**src/rtl/issue_decode_queue_if.sv**
```systemverilog
// Fetch-to-issue bundle for the issue decode queue: instruction push side,
// flush, reservation-station full flags and the registered issue outputs.
interface issue_decode_queue_if #(
  parameter int DEPTH  = 4,
  parameter int NUM_RS = 3,
  parameter int INST_W = 32
);
  localparam int CNT_W = $clog2(DEPTH + 1);

  logic [INST_W-1:0] inst_in;
  logic              inst_valid;
  logic              inst_ready;
  logic              flush;
  logic [NUM_RS-1:0] isFull;
  logic              issue_valid;
  logic [INST_W-1:0] issue_inst;
  logic [1:0]        ALUop;
  logic [1:0]        ALUSel;
  logic [NUM_RS-1:0] ResStationEN;
  logic              RegDst;
  logic              vkSrc;
  logic              stall;
  logic [CNT_W-1:0]  count;

  modport master (
    output inst_in, inst_valid, flush, isFull,
    input  inst_ready, issue_valid, issue_inst, ALUop, ALUSel,
           ResStationEN, RegDst, vkSrc, stall, count
  );

  modport slave (
    input  inst_in, inst_valid, flush, isFull,
    output inst_ready, issue_valid, issue_inst, ALUop, ALUSel,
           ResStationEN, RegDst, vkSrc, stall, count
  );
endinterface

```
**src/rtl/issue_decode_queue.sv**
```systemverilog
// In-order instruction queue that decodes its head entry and issues at most
// one instruction per cycle into a non-full reservation-station class.
module issue_decode_queue #(
  parameter int DEPTH  = 4,
  parameter int NUM_RS = 3,
  parameter int INST_W = 32
) (
  input  logic clk,
  input  logic rst_n,
  issue_decode_queue_if.slave bus
);
  localparam int PTR_W = $clog2(DEPTH);
  localparam int CNT_W = $clog2(DEPTH + 1);

  localparam logic [5:0] OP_RFORMAT = 6'b000000;
  localparam logic [5:0] OP_ORI     = 6'b001101;
  localparam logic [5:0] FUNC_ADD   = 6'b100000;
  localparam logic [5:0] FUNC_SUB   = 6'b100010;
  localparam logic [5:0] FUNC_AND   = 6'b100100;
  localparam logic [5:0] FUNC_MULU  = 6'b011001;
  localparam logic [5:0] FUNC_DIVU  = 6'b011011;

  localparam logic [1:0] ALU_ADD = 2'd0;
  localparam logic [1:0] ALU_SUB = 2'd1;
  localparam logic [1:0] ALU_AND = 2'd2;
  localparam logic [1:0] ALU_OR  = 2'd3;

  localparam logic [1:0] SEL_ADDSUB = 2'd0;
  localparam logic [1:0] SEL_MUL    = 2'd1;
  localparam logic [1:0] SEL_DIV    = 2'd2;

  localparam logic FROM_RT     = 1'b0;
  localparam logic FROM_RD     = 1'b1;
  localparam logic FROM_IMMD   = 1'b0;
  localparam logic FROM_RTDATA = 1'b1;

  logic [INST_W-1:0] mem_q [DEPTH];
  logic [PTR_W-1:0]  wr_ptr_q, wr_ptr_d;
  logic [PTR_W-1:0]  rd_ptr_q, rd_ptr_d;
  logic [CNT_W-1:0]  count_q, count_d;

  logic              issue_valid_q, issue_valid_d;
  logic [INST_W-1:0] issue_inst_q, issue_inst_d;
  logic [1:0]        alu_op_q, alu_op_d;
  logic [1:0]        alu_sel_q, alu_sel_d;
  logic [NUM_RS-1:0] rs_en_q, rs_en_d;
  logic              reg_dst_q, reg_dst_d;
  logic              vk_src_q, vk_src_d;

  logic [INST_W-1:0] head;
  logic [5:0]        head_op;
  logic [5:0]        head_func;
  logic              head_is_r;
  logic [1:0]        head_cls;
  logic [1:0]        head_alu_op;
  logic [NUM_RS-1:0] class_oh;
  logic              head_full;
  logic              not_empty;
  logic              ready;
  logic              push;
  logic              fire;

  assign head      = mem_q[rd_ptr_q];
  assign head_op   = head[31:26];
  assign head_func = head[5:0];
  assign head_is_r = (head_op == OP_RFORMAT);

  // Only R-format MULU/DIVU leave the add/sub class; I-format low bits are immediates.
  always_comb begin
    head_cls = SEL_ADDSUB;
    if (head_is_r && head_func == FUNC_MULU) head_cls = SEL_MUL;
    if (head_is_r && head_func == FUNC_DIVU) head_cls = SEL_DIV;
  end

  always_comb begin
    head_alu_op = ALU_ADD;
    if (head_is_r) begin
      case (head_func)
        FUNC_ADD, FUNC_MULU: head_alu_op = ALU_ADD;
        FUNC_SUB:            head_alu_op = ALU_SUB;
        FUNC_AND:            head_alu_op = ALU_AND;
        default:             head_alu_op = ALU_OR;
      endcase
    end else if (head_op == OP_ORI) begin
      head_alu_op = ALU_OR;
    end
  end

  genvar gi;
  generate
    for (gi = 0; gi < NUM_RS; gi++) begin : g_class_oh
      assign class_oh[gi] = (head_cls == 2'(gi));
    end
  endgenerate

  assign not_empty = (count_q != '0);
  assign ready     = (count_q != CNT_W'(DEPTH));
  assign head_full = |(bus.isFull & class_oh);
  assign fire      = not_empty && !head_full && !bus.flush;
  // Push is judged on the pre-pop occupancy: a full queue never accepts.
  assign push      = bus.inst_valid && ready && !bus.flush;

  always_comb begin
    wr_ptr_d      = wr_ptr_q;
    rd_ptr_d      = rd_ptr_q;
    count_d       = count_q;
    issue_valid_d = 1'b0;
    rs_en_d       = '0;
    issue_inst_d  = issue_inst_q;
    alu_op_d      = alu_op_q;
    alu_sel_d     = alu_sel_q;
    reg_dst_d     = reg_dst_q;
    vk_src_d      = vk_src_q;
    if (bus.flush) begin
      wr_ptr_d = '0;
      rd_ptr_d = '0;
      count_d  = '0;
    end else begin
      if (push) wr_ptr_d = wr_ptr_q + 1'b1;
      if (fire) begin
        rd_ptr_d      = rd_ptr_q + 1'b1;
        issue_valid_d = 1'b1;
        rs_en_d       = class_oh;
        issue_inst_d  = head;
        alu_op_d      = head_alu_op;
        alu_sel_d     = head_cls;
        reg_dst_d     = head_is_r ? FROM_RD : FROM_RT;
        vk_src_d      = head_is_r ? FROM_RTDATA : FROM_IMMD;
      end
      if (push && !fire)      count_d = count_q + CNT_W'(1);
      else if (fire && !push) count_d = count_q - CNT_W'(1);
    end
  end

  always_ff @(posedge clk or negedge rst_n) begin
    if (!rst_n) begin
      wr_ptr_q      <= '0;
      rd_ptr_q      <= '0;
      count_q       <= '0;
      issue_valid_q <= 1'b0;
      issue_inst_q  <= '0;
      alu_op_q      <= ALU_ADD;
      alu_sel_q     <= SEL_ADDSUB;
      rs_en_q       <= '0;
      reg_dst_q     <= FROM_RT;
      vk_src_q      <= FROM_IMMD;
    end else begin
      wr_ptr_q      <= wr_ptr_d;
      rd_ptr_q      <= rd_ptr_d;
      count_q       <= count_d;
      issue_valid_q <= issue_valid_d;
      issue_inst_q  <= issue_inst_d;
      alu_op_q      <= alu_op_d;
      alu_sel_q     <= alu_sel_d;
      rs_en_q       <= rs_en_d;
      reg_dst_q     <= reg_dst_d;
      vk_src_q      <= vk_src_d;
    end
  end

  // Storage carries no reset; count and pointers define which entries are live.
  always_ff @(posedge clk) begin
    if (push) mem_q[wr_ptr_q] <= bus.inst_in;
  end

  assign bus.inst_ready   = ready;
  assign bus.stall        = not_empty && head_full;
  assign bus.count        = count_q;
  assign bus.issue_valid  = issue_valid_q;
  assign bus.issue_inst   = issue_inst_q;
  assign bus.ALUop        = alu_op_q;
  assign bus.ALUSel       = alu_sel_q;
  assign bus.ResStationEN = rs_en_q;
  assign bus.RegDst       = reg_dst_q;
  assign bus.vkSrc        = vk_src_q;
endmodule

```
**src/flat_wrapper.sv**
```systemverilog
// flat-port wrapper written by rule: the top's interface ports become plain ports
module issue_decode_queue_flat 
#(
  parameter int DEPTH  = 4,
  parameter int NUM_RS = 3,
  parameter int INST_W = 32
)
  (clk, rst_n, bus_inst_in, bus_inst_valid, bus_flush, bus_isFull, bus_inst_ready, bus_issue_valid, bus_issue_inst, bus_ALUop, bus_ALUSel, bus_ResStationEN, bus_RegDst, bus_vkSrc, bus_stall, bus_count);
  issue_decode_queue_if #(.DEPTH(DEPTH), .NUM_RS(NUM_RS), .INST_W(INST_W)) bus_i ();
  input  logic clk;
  input  logic rst_n;
  input wire logic [$bits(bus_i.inst_in)-1:0] bus_inst_in;
  input wire logic [$bits(bus_i.inst_valid)-1:0] bus_inst_valid;
  input wire logic [$bits(bus_i.flush)-1:0] bus_flush;
  input wire logic [$bits(bus_i.isFull)-1:0] bus_isFull;
  output wire logic [$bits(bus_i.inst_ready)-1:0] bus_inst_ready;
  output wire logic [$bits(bus_i.issue_valid)-1:0] bus_issue_valid;
  output wire logic [$bits(bus_i.issue_inst)-1:0] bus_issue_inst;
  output wire logic [$bits(bus_i.ALUop)-1:0] bus_ALUop;
  output wire logic [$bits(bus_i.ALUSel)-1:0] bus_ALUSel;
  output wire logic [$bits(bus_i.ResStationEN)-1:0] bus_ResStationEN;
  output wire logic [$bits(bus_i.RegDst)-1:0] bus_RegDst;
  output wire logic [$bits(bus_i.vkSrc)-1:0] bus_vkSrc;
  output wire logic [$bits(bus_i.stall)-1:0] bus_stall;
  output wire logic [$bits(bus_i.count)-1:0] bus_count;
  assign bus_i.inst_in = bus_inst_in;
  assign bus_i.inst_valid = bus_inst_valid;
  assign bus_i.flush = bus_flush;
  assign bus_i.isFull = bus_isFull;
  assign bus_inst_ready = bus_i.inst_ready;
  assign bus_issue_valid = bus_i.issue_valid;
  assign bus_issue_inst = bus_i.issue_inst;
  assign bus_ALUop = bus_i.ALUop;
  assign bus_ALUSel = bus_i.ALUSel;
  assign bus_ResStationEN = bus_i.ResStationEN;
  assign bus_RegDst = bus_i.RegDst;
  assign bus_vkSrc = bus_i.vkSrc;
  assign bus_stall = bus_i.stall;
  assign bus_count = bus_i.count;
  issue_decode_queue #(.DEPTH(DEPTH), .NUM_RS(NUM_RS), .INST_W(INST_W)) u_core (.clk(clk), .rst_n(rst_n), .bus(bus_i));
endmodule
```
**config.mk**
```make
export PLATFORM = sky130hd
export DESIGN_NAME = issue_decode_queue_flat
export DESIGN_NICKNAME = d
export VERILOG_FILES = /design/src/rtl/issue_decode_queue_if.sv /design/src/rtl/issue_decode_queue.sv /design/src/flat_wrapper.sv
export SDC_FILE = /design/constraint.sdc
export NUM_CORES = 1
export LEC_CHECK = 0
export BUFFER_PORTS_ARGS = -buffer_cell sky130_fd_sc_hd__buf_4
export CAP_MARGIN = 10
export CORE_MARGIN = 5
export CORE_UTILIZATION = 50
export CTS_CLUSTER_DIAMETER = 40
export CTS_CLUSTER_SIZE = 24
export DETAILED_ROUTE_END_ITERATION = 6
export GPL_TIMING_DRIVEN = 0
export PLACE_DENSITY = 0.8
export SYNTH_ARGS = -nofsm -noshare
export SYNTH_HDL_FRONTEND = slang
export SYNTH_SLANG_ARGS = --single-unit
```
**constraint.sdc**
```tcl
create_clock -name clk -period 6 [get_ports clk]
set_clock_uncertainty 0.15 [all_clocks]
set_input_delay 1.5 -clock clk [delete_from_list [all_inputs] [get_ports clk]]
set_output_delay 1.5 -clock clk [all_outputs]
set_load 0.01 [all_outputs]
```
==> qor.yml, run 1 <==
run_status: "completed"
placed_area_um2: 7635
io_buffer_count: 84
vdd_drop_max_v: 0.0002861
comb_power_share_pct: 26.3
slew-limit-headroom_pct: 37.59
finalCriticalPeriod_ns: 5.118
max_freq_ghz: 0.1954
instances_no_fill: 629
cts_resized: 0
die_h_um: 126.4
internal-power_mw: 2.636
holdBufCountCts: 0
crit_path_end_kind: "output pin"
synth_cell_type_count: 39
place_congestion: 0.8071
path_buf_inv: 3
drt_iter0_markers: 185
antenna_cells: 0
start_util_pct: 50.99
path_cells: "clkbuf_1 > clkbuf_1 > mux4_2 > nand4b_1 > or4_4 > o21a_1 > a21oi_1 > buf_4"
wirelength_um: 12510
die_area_um2: 15990
netlist_instances: 337
yosysSeqAreaShare_pct: 74.42
ys_warn_count: 0
async_reset_ff_share_pct: 27.27
pin_count: 86
cts.sinks: 176
layout_worst_path_cycle_share_pct: 85.30
critPathMaxStageDelay_ns: 0.55
grt_pass1_vias: 3779
synth-edff-count: 128
drc: 0
clk_pin_slew_ns: 0.06
cp_slowest_cell: "or4_4"
core_region_area_um2: 13300
overflow: 0
syn_to_final_growth_pct: 21.15
setup_viol: 0
h-tree-depth: 4
synth_top_area_cell: "edfxtp_1"
grt_max_degree: 49
final.setup.tns_ns: 0
most-common-layout-cells: "edfxtp_1 (128), buf_4 (87), dfrtp_1 (48)"
maxSlewViolCount: 0
hold_ws_ns: 0.3421
grt_pass1_wl_um: 19890
first_pass_iters: 5
synth_area_per_cell_um2: 20.12
vias: 3385
clock_latency_ns: 0.43
netlist_area_um2: 6779
drive_gt1_share_pct: 43.49
dp_hpwl_um: 7863
cts-root-buf: "clkbuf_16"
rows: 42
die_x_um: 126.4
power.leakage_nw: 3.044
final_common_cell: "edfxtp_1"
power_density_nw_per_um2: 440.7
ys_ff_latch: 176
cap_violations: 0
rsz0062_at_grt: "no"
antenna_found_initial: 0
routedWlPerCell_um: 19.88
syn_nets: 381
pwr-share-seq_pct: 44.2
startpoint_type: "flip-flop"
arrival_ns: 3.47
synth.area.top_cells: "edfxtp_1 (57%), dfrtp_1 (18%), mux4_2 (11%)"
p_sw_share_pct: 27.16
cp_data_required_time_ns: 4.35
vias_per_cell: 5.382
p_clk_share_pct: 29.6
crit_type: "flip-flop to output pin"
cts_setup_buffers: 0
track_usage_pct: 16.48
final-hold-violation-count: 0
cts_made_buffers: 17
postRouteAntennaNets: 0
crit_top_cell: "clkbuf_1"
nNetsFinal: 484
design_area_um2: 8213
p_sw_uw: 983.0
final_util_pct: 61.77
hp-class: "flip-flop to flip-flop"
crit_family: "buffers and inverters"
placedCellCount: 597
path_max_fanout: 10
cts_tree: "yes"
clockBufferDepth: 2
synth_flop_cell: "edfxtp_1"
yosysTopAreaCellShare_pct: 56.70
worst_slew_pin_slew_ns: 0.9362
==> worst reg2reg max path, cell delays in order, from the launching register on <==
cell and delay, ns:
dfrtp_1 0.32, clkbuf_1 0.36, clkbuf_1 0.53, mux4_2 0.42, nand4b_1 0.35, or4_4 0.55, o211a_1 0.34, nor3_1 0.24
fa_1 0.48, a211oi_1 0.22, o21ai_0 0.11, nand2_1 0.08
==> Yosys cell counts (all sizes together), types with 4 or more instances <==
cell      n
mux4     32
clkbuf    8
mux2     34
dfrtp    48
a21oi     5
edfxtp  128
and2      4
nand2     9
nor3      8
ha        4
inv       7
o21ai     6
buf       7
nor2     10
==> power by group through the flow <==
stage / sequential [mW] / clock [mW] / combinational (mW)
2_1_floorplan: 1.66 / 0 / 0.535
5_1_grt: 1.62 / 1.15 / 1.04
4_1_cts: 1.60 / 1.10 / 0.973
6_report: 1.60 / 1.07 / 0.951
3_3_place_gp: 1.62 / 0 / 0.940
3_5_place_dp: 1.62 / 0 / 0.969
==> path summary, 6_finish.rpt <==
check	from	to	slack (ns)	cells past startpoint
min reg2reg	u_core.bus.ALUSel[1]	u_core.bus.ALUSel[1]	0.34	2
min	u_core.bus.ALUSel[1]	u_core.bus.ALUSel[1]	0.34	2
max reg2reg	u_core.rd_ptr_q[1]	u_core.bus.count[1]	1.82	11
min in group asynchronous	rst_n	u_core.bus.issue_inst[31]	0.97	1
max	u_core.rd_ptr_q[1]	bus_stall	0.88	8
max in group asynchronous	rst_n	u_core.bus.issue_inst[16]	4.27	1
==> state kept, by name, summed over array words and instances, names as in the netlist <==
signal,count
u_core.bus.ALUSel,2
u_core.bus.ALUop,2
u_core.bus.RegDst,1
u_core.bus.ResStationEN,3
u_core.bus.count,3
u_core.bus.issue_inst,32
u_core.bus.issue_valid,1
u_core.mem_q,128
u_core.rd_ptr_q,2
u_core.wr_ptr_q,2
==> per-layer routing <==
layer | vias up | global-route usage, % | part of all wire (%)
li1 | 1539 | - | -
met1 | 1761 | 21.16 | 42
met2 | 81 | 26.71 | 52
met3 | 4 | 6.053 | 6.0
met4 | 0 | 4.606 | 0.29
met5 | - | 0 | 0
==> cell type report <==
cell class / instances / area, µm²
clock inverters: 13 / 135.1
clock buffers: 19 / 442.9
well taps: 176 / 220.2
inverters: 7 / 28.78
fillers: 939 / 5082
flip-flops and latches: 176 / 5045
multi-input cells: 139 / 1625
plain buffers: 15 / 85.08
repair buffers: 84 / 630.6
==> logic make-up after synthesis <==
logic type | count (synthesis) | share of synthesized area, %
adders and majority gates | 5 | 1.034
xor gates and xnor gates | 3 | 0.5906
AOI/OAI and AO/OA | 24 | 2.714
muxes | 67 | 16.54
DFF | 176 | 74.42
buffers and inverters | 22 | 1.680
and+or+nand+nor | 40 | 3.027
==> metrics by stage <==
step	total power, mW	setup slack, ns
floorplan	2.195	1.902
global placement	2.556	1.362
detailed placement	2.591	1.324
CTS	3.668	0.8593
global route	3.801	0.6163
finish	3.619	0.8821
(Power assumes the default switching activity.)
==> inputs of run 2 (changes only) <==
Settings changed: PLACE_DENSITY 0.8 to 0.83.
Clock period 6 ns to 4.4 ns, I/O delays scaled along.
==> run 2 against run 1 <==
  * Non-clock buffer count unchanged
  * Worst setup slack got worse by 0.78 ns
  * Sequential power increased by 38%
  * First-iteration DRC count decreased by 7.0%
  * Global-route usage increased by 0.68 points
  * Combinational power increased by 38%
  * Die area unchanged
  * Cell area about the same
==> qor.yml, run 2 (synthesis results as in run 1) <==
max_freq_ghz: 0.2327
multi_input_area_um2: 1637  # +0.69%
hp-class: "flip-flop to flip-flop"
final_common_cell: "edfxtp_1"
start_util_pct: 50.99  # unchanged
pin_count: 86  # unchanged
postRouteAntennaNets: 0  # unchanged
final.setup.tns_ns: 0  # unchanged
layout_worst_path_cycle_share_pct: 97.67
vias_per_cell: 5.489  # +2.0%
cp_data_required_time_ns: 3.15  # -1.20 ns
clock_latency_ns: 0.42  # about the same
path_max_fanout: 8  # -2
first_pass_iters: 4  # -1
dp_hpwl_um: 8206  # +4.4%
antenna_found_initial: 0  # unchanged
most-common-layout-cells: "edfxtp_1 (128), buf_4 (88), dfrtp_1 (47)"
whs_endpoint: "u_core.bus.ALUSel[0]"
die_area_um2: 15990  # unchanged
clk_pin_slew_ns: 0.06  # about the same
hold_ws_ns: 0.3292  # -0.01289 ns
startpoint_type: "flip-flop"
finalCriticalPeriod_ns: 4.297
slew-limit-headroom_pct: 38.72  # +1.1 points
r2r_slack_ns: 0.66  # -1.16 ns
r2r_start: "u_core.rd_ptr_q[0]"
cts.sinks: 176  # unchanged
crit_type: "flip-flop to output pin"
rsz0062_at_grt: "no"
drt_iter0_markers: 172  # -7.0%
place_congestion: 0.7965  # -1.3%
fillers: 925  # -1.5%
nNetsFinal: 484  # unchanged
grt_pass1_wl_um: 20500  # +3.1%
drc: 0  # unchanged
vias: 3447  # +1.8%
antenna_cells: 0  # unchanged
regMostFlops: "u_core.mem_q"
die_x_um: 126.4  # unchanged
core_region_area_um2: 13300  # unchanged
worstReg2RegEnd: "u_core.bus.count[1]"
die_h_um: 126.4  # unchanged
cts_tree: "yes"
final-hold-violation-count: 0  # unchanged
wirelength_um: 12980  # +3.8%
cap_violations: 0  # unchanged
largest_reg_flops: 128  # unchanged
overflow: 0  # unchanged
clockBufferDepth: 2  # unchanged
setup_viol: 0  # unchanged
cts-root-buf: "clkbuf_16"
holdBufCountCts: 0  # unchanged
worst_slew_pin_slew_ns: 0.9193  # -0.01689 ns
grt_pass1_vias: 3612  # -4.4%
io_buffer_count: 84  # unchanged
vdd_drop_max_v: 0.0003924  # +37%
syn_to_final_growth_pct: 21.23  # about the same
h-tree-depth: 4  # unchanged
routedWlPerCell_um: 20.67  # +3.9%
ff_latch_area_um2: 5046  # about the same
rows: 42  # unchanged
whs_path_depth: 1  # -1
cts_made_buffers: 17  # unchanged
run_status: "completed"
maxSlewViolCount: 0  # unchanged
track_usage_pct: 17.16  # +0.68 points
grt_max_degree: 49  # unchanged
drive_gt1_share_pct: 44.47  # +0.98 points
min_from: "u_core.bus.ALUSel[0]"
crit_path_end_kind: "output pin"
power_density_nw_per_um2: 600.5  # +36%
arrival_ns: 3.05  # -0.42 ns
rr_worst_depth: 10  # -1
power.leakage_nw: 3.052  # +0.25%
[run 2: power breakdown]
group	internal [mW]	switching [mW]
clock network	0.837	0.587
logic	0.704	0.610
registers	2.05	0.146
total	3.59	1.34
[run 2: how the worst max path moves through the flow]
stage / startpoint / endpoint / slack (ns) / depth (start not counted)
after detailed placement: u_core.rd_ptr_q[1] / bus_stall / 0.14 / 8
after CTS: u_core.rd_ptr_q[0] / bus_stall / 0.006 / 7
after floorplan: u_core.rd_ptr_q[1] / bus_stall / 0.70 / 7
after global placement: u_core.rd_ptr_q[1] / bus_stall / 0.19 / 8
final: u_core.rd_ptr_q[0] / bus_stall / 0.10 / 7
after global routing: u_core.rd_ptr_q[0] / bus_stall / 0.005 / 7
[run 2: through the flow]
stage | total power, mW | setup WS [ns] | area, µm² | instances | utilization (%)
2_1_floorplan | 2.993 | 0.7021 | 6779 | 337 | -
3_3_place_gp | 3.485 | 0.1914 | 7630 | 597 | 57.39
3_5_place_dp | 3.544 | 0.1374 | 7635 | 597 | 57.43
4_1_cts | 4.970 | 0.005764 | 8193 | 627 | 61.62
5_1_grt | 5.175 | 0.004852 | 8218 | 628 | 61.81
6_report | 4.935 | 0.1026 | 8218 | 628 | 61.81
[run 2: layout make-up]
cell class	count	area share, %
Timing Repair Buffer	85	7.765
Tap cell	176	2.680
Buffer	14	1.066
Clock inverter	13	1.477
Multi-Input combinational cell	139	19.91
Inverter	7	0.3502
Clock buffer	18	5.344
Sequential cell	176	61.40
[run 2: metal layers]
layer | global-route usage (%) | wire length [µm] | vias to the layer above
li1 | - | - | 1534
met1 | 21.14 | 5287 | 1801
met2 | 28.70 | 6738 | 91
met3 | 5.422 | 763 | 21
met4 | 6.246 | 189 | 0
met5 | 0 | 0 | -
[run 2: repair_timing]
action / in CTS / in global routing
gates resized for setup: 1 / 7
setup endpoints to repair: 1 / 1
cloned: 0 / 0
setup buffers: 0 / 1
[run 2: critical path, stage by stage (launching register included)]
cell	delay [ns]
dfrtp_1	0.35
buf_6	0.16
mux4_2	0.54
or3_4	0.43
or4_4	0.59
o21a_2	0.27
a21oi_1	0.14
buf_4	0.14
==> inputs of run 3 (changes only) <==
Settings changed: REMOVE_ABC_BUFFERS from default to 1.
==> run 3 against run 2 <==
  * Fmax is 0.39% lower
  * Global-route usage is 0.53 points higher
  * Critical endpoint unchanged
  * Largest cell class unchanged
  * Clock power is 4% higher
  * Sequential power hardly changed
  * First-iteration DRC count is 15% higher
  * Cell count stayed put
  * Count of clock-buffer cells in the layout is 2 higher
  * Sequential cell count stayed put
  * Die area stayed put
  * Routed wire length is 3.0% higher
  * Combinational power is 6% higher
  * Utilization is 1.1 points higher
==> qor.yml, run 3 (synthesis results as in run 1) <==
run_status: "completed"
startpoint_type: "flip-flop"
power.leakage_nw: 3.106  # +1.8%
h-tree-depth: 4  # unchanged
path_max_fanout: 4  # -4
worst_slew_pin_slew_ns: 0.9104  # -0.008863 ns
core_region_area_um2: 13300  # unchanged
final-hold-violation-count: 0  # unchanged
routedWlPerCell_um: 21.28  # +3.0%
drc: 0  # unchanged
critPathMaxStageDelay_ns: 0.64  # +0.05 ns
p_clk_share_pct: 29.2  # +0.3 points
track_usage_pct: 17.69  # +0.53 points
cap_violations: 0  # unchanged
regMostFlops: "u_core.mem_q"
layout_worst_path_cycle_share_pct: 98.05  # +0.39 points
vias_per_cell: 5.505  # +0.29%
cts_tree: "yes"
power_density_nw_per_um2: 608.7  # +1.4%
comb_power_share_pct: 27.3  # +0.7 points
die_h_um: 126.4  # unchanged
cts_made_buffers: 17  # unchanged
holdBufCountCts: 0  # unchanged
syn_to_final_growth_pct: 23.35
cp_data_required_time_ns: 3.15  # about the same
cts-root-buf: "clkbuf_16"
crit_path_end_kind: "output pin"
pin_count: 86  # unchanged
drive_gt1_share_pct: 46.68  # +2.2 points
io_buffer_count: 85  # +1.2%
most-common-layout-cells: "edfxtp_1 (128), buf_4 (93), dfrtp_1 (46)"
internal-power_mw: 3.694  # +2.9%
arrival_ns: 3.06  # about the same
vias: 3457  # +0.29%
first_pass_iters: 4  # unchanged
final.setup.tns_ns: 0  # unchanged
final_util_pct: 62.89  # +1.1 points
p_sw_mw: 1.396  # +3.9%
antenna_found_initial: 0  # unchanged
p_sw_share_pct: 27.42  # +0.21 points
die_area_um2: 15990  # unchanged
place_congestion: 0.7788  # -2.2%
grt_pass1_vias: 3811  # +5.5%
final_common_cell: "edfxtp_1"
die_x_um: 126.4  # unchanged
drt_iter0_markers: 198  # +15%
finalCriticalPeriod_ns: 4.314  # +0.01696 ns
slew-limit-headroom_pct: 39.28  # +0.56 points
clk_pin_slew_ns: 0.06  # about the same
grt_pass1_wl_um: 21020  # +2.5%
dp_hpwl_um: 7589  # -7.5%
wirelength_um: 13360  # +3.0%
cts.sinks: 176  # unchanged
overflow: 0  # unchanged
setup_viol: 0  # unchanged
hold_ws_ns: 0.3336  # +0.004364 ns
start_util_pct: 50.99  # unchanged
rows: 42  # unchanged
grt_max_degree: 49  # unchanged
nNetsFinal: 483  # -0.21%
clockBufferDepth: 2  # unchanged
crit_top_cell: "buf_4"
pwr-share-seq_pct: 43.5  # -1.0 points
hp-class: "flip-flop to flip-flop"
largest_reg_flops: 128  # unchanged
p_total_mw: 5.090  # +3.1%
antenna_cells: 0  # unchanged
postRouteAntennaNets: 0  # unchanged
maxSlewViolCount: 0  # unchanged
crit_type: "flip-flop to output pin"
cp_slowest_cell: "o41ai_2"
max_freq_ghz: 0.2318  # -0.39%
path_cells: "buf_4 > mux4_2 > or3_4 > o41ai_2 > o21a_4 > a21oi_2 > buf_4"
vdd_drop_max_v: 0.0003877  # -1.2%
clock_latency_ns: 0.43  # about the same
-- run 3: worst max-delay path: cells and delay by family, from the launching register on --
| kind | cells | cell delay, ns |
|---|---|---|
| AND/OR/NAND/NOR | 1 | 0.42 |
| multiplexers | 1 | 0.51 |
| AO/OA/AOI/OAI | 3 | 0.92 |
| flip-flops | 1 | 0.47 |
| buffers and inverters | 2 | 0.31 |
-- run 3: layer usage --
metal  part of all wire (%)  global-route usage, %
met2                     52                  28.86
met3                    6.6                  6.263
met4                    1.4                  6.057
met1                     40                  22.19
met5                      0                      0
-- run 3: area by class of cell --
type / instances / area, µm²
Tap cell: 176 / 220.2
Timing Repair Buffer: 98 / 830.8
Sequential cell: 176 / 5052
Clock buffer: 20 / 446.7
Multi-Input combinational cell: 139 / 1647
Inverter: 7 / 28.78
Clock inverter: 12 / 136.4
Fill cell: 918 / 4933
-- run 3: repair_timing --
item,4_1_cts,5_1_grt
pin swaps,0,2
gates resized for setup,3,3
buffers inserted,4,5
setup endpoints to repair,1,1
gates cloned,1,1
-- run 3: final timing paths --
path                                       from  cells after the start                        to  slack [ns]
setup / recovery             u_core.rd_ptr_q[0]                      7                 bus_stall        0.09
hold reg to reg            u_core.bus.ALUSel[1]                      2      u_core.bus.ALUSel[1]        0.33
setup reg to reg             u_core.rd_ptr_q[0]                     11       u_core.bus.count[1]        0.48
hold / removal             u_core.bus.ALUSel[1]                      2      u_core.bus.ALUSel[1]        0.33
max in group asynchronous                 rst_n                      1        u_core.rd_ptr_q[1]        3.04
min in group asynchronous                 rst_n                      1  u_core.bus.issue_inst[3]        0.56
-- run 3: power groups by stage --
stage / logic [mW] / registers (mW) / clock network [mW]
after floorplan: 0.630 / 2.33 / 0
after global placement: 1.14 / 2.31 / 0
after detailed placement: 1.24 / 2.28 / 0
after CTS: 1.37 / 2.21 / 1.50
after global routing: 1.52 / 2.25 / 1.57
final: 1.39 / 2.21 / 1.48
-- run 3: metrics by stage --
step           cell area (µm²)  setup WS [ns]  instances
2_1_floorplan             6694        -0.3937        322
3_3_place_gp              7552         -1.245        583
3_5_place_dp              7607       -0.04821        585
4_1_cts                   8283      0.0009326        622
5_1_grt                   8362       -0.01081        628
6_report                  8362        0.08565        628
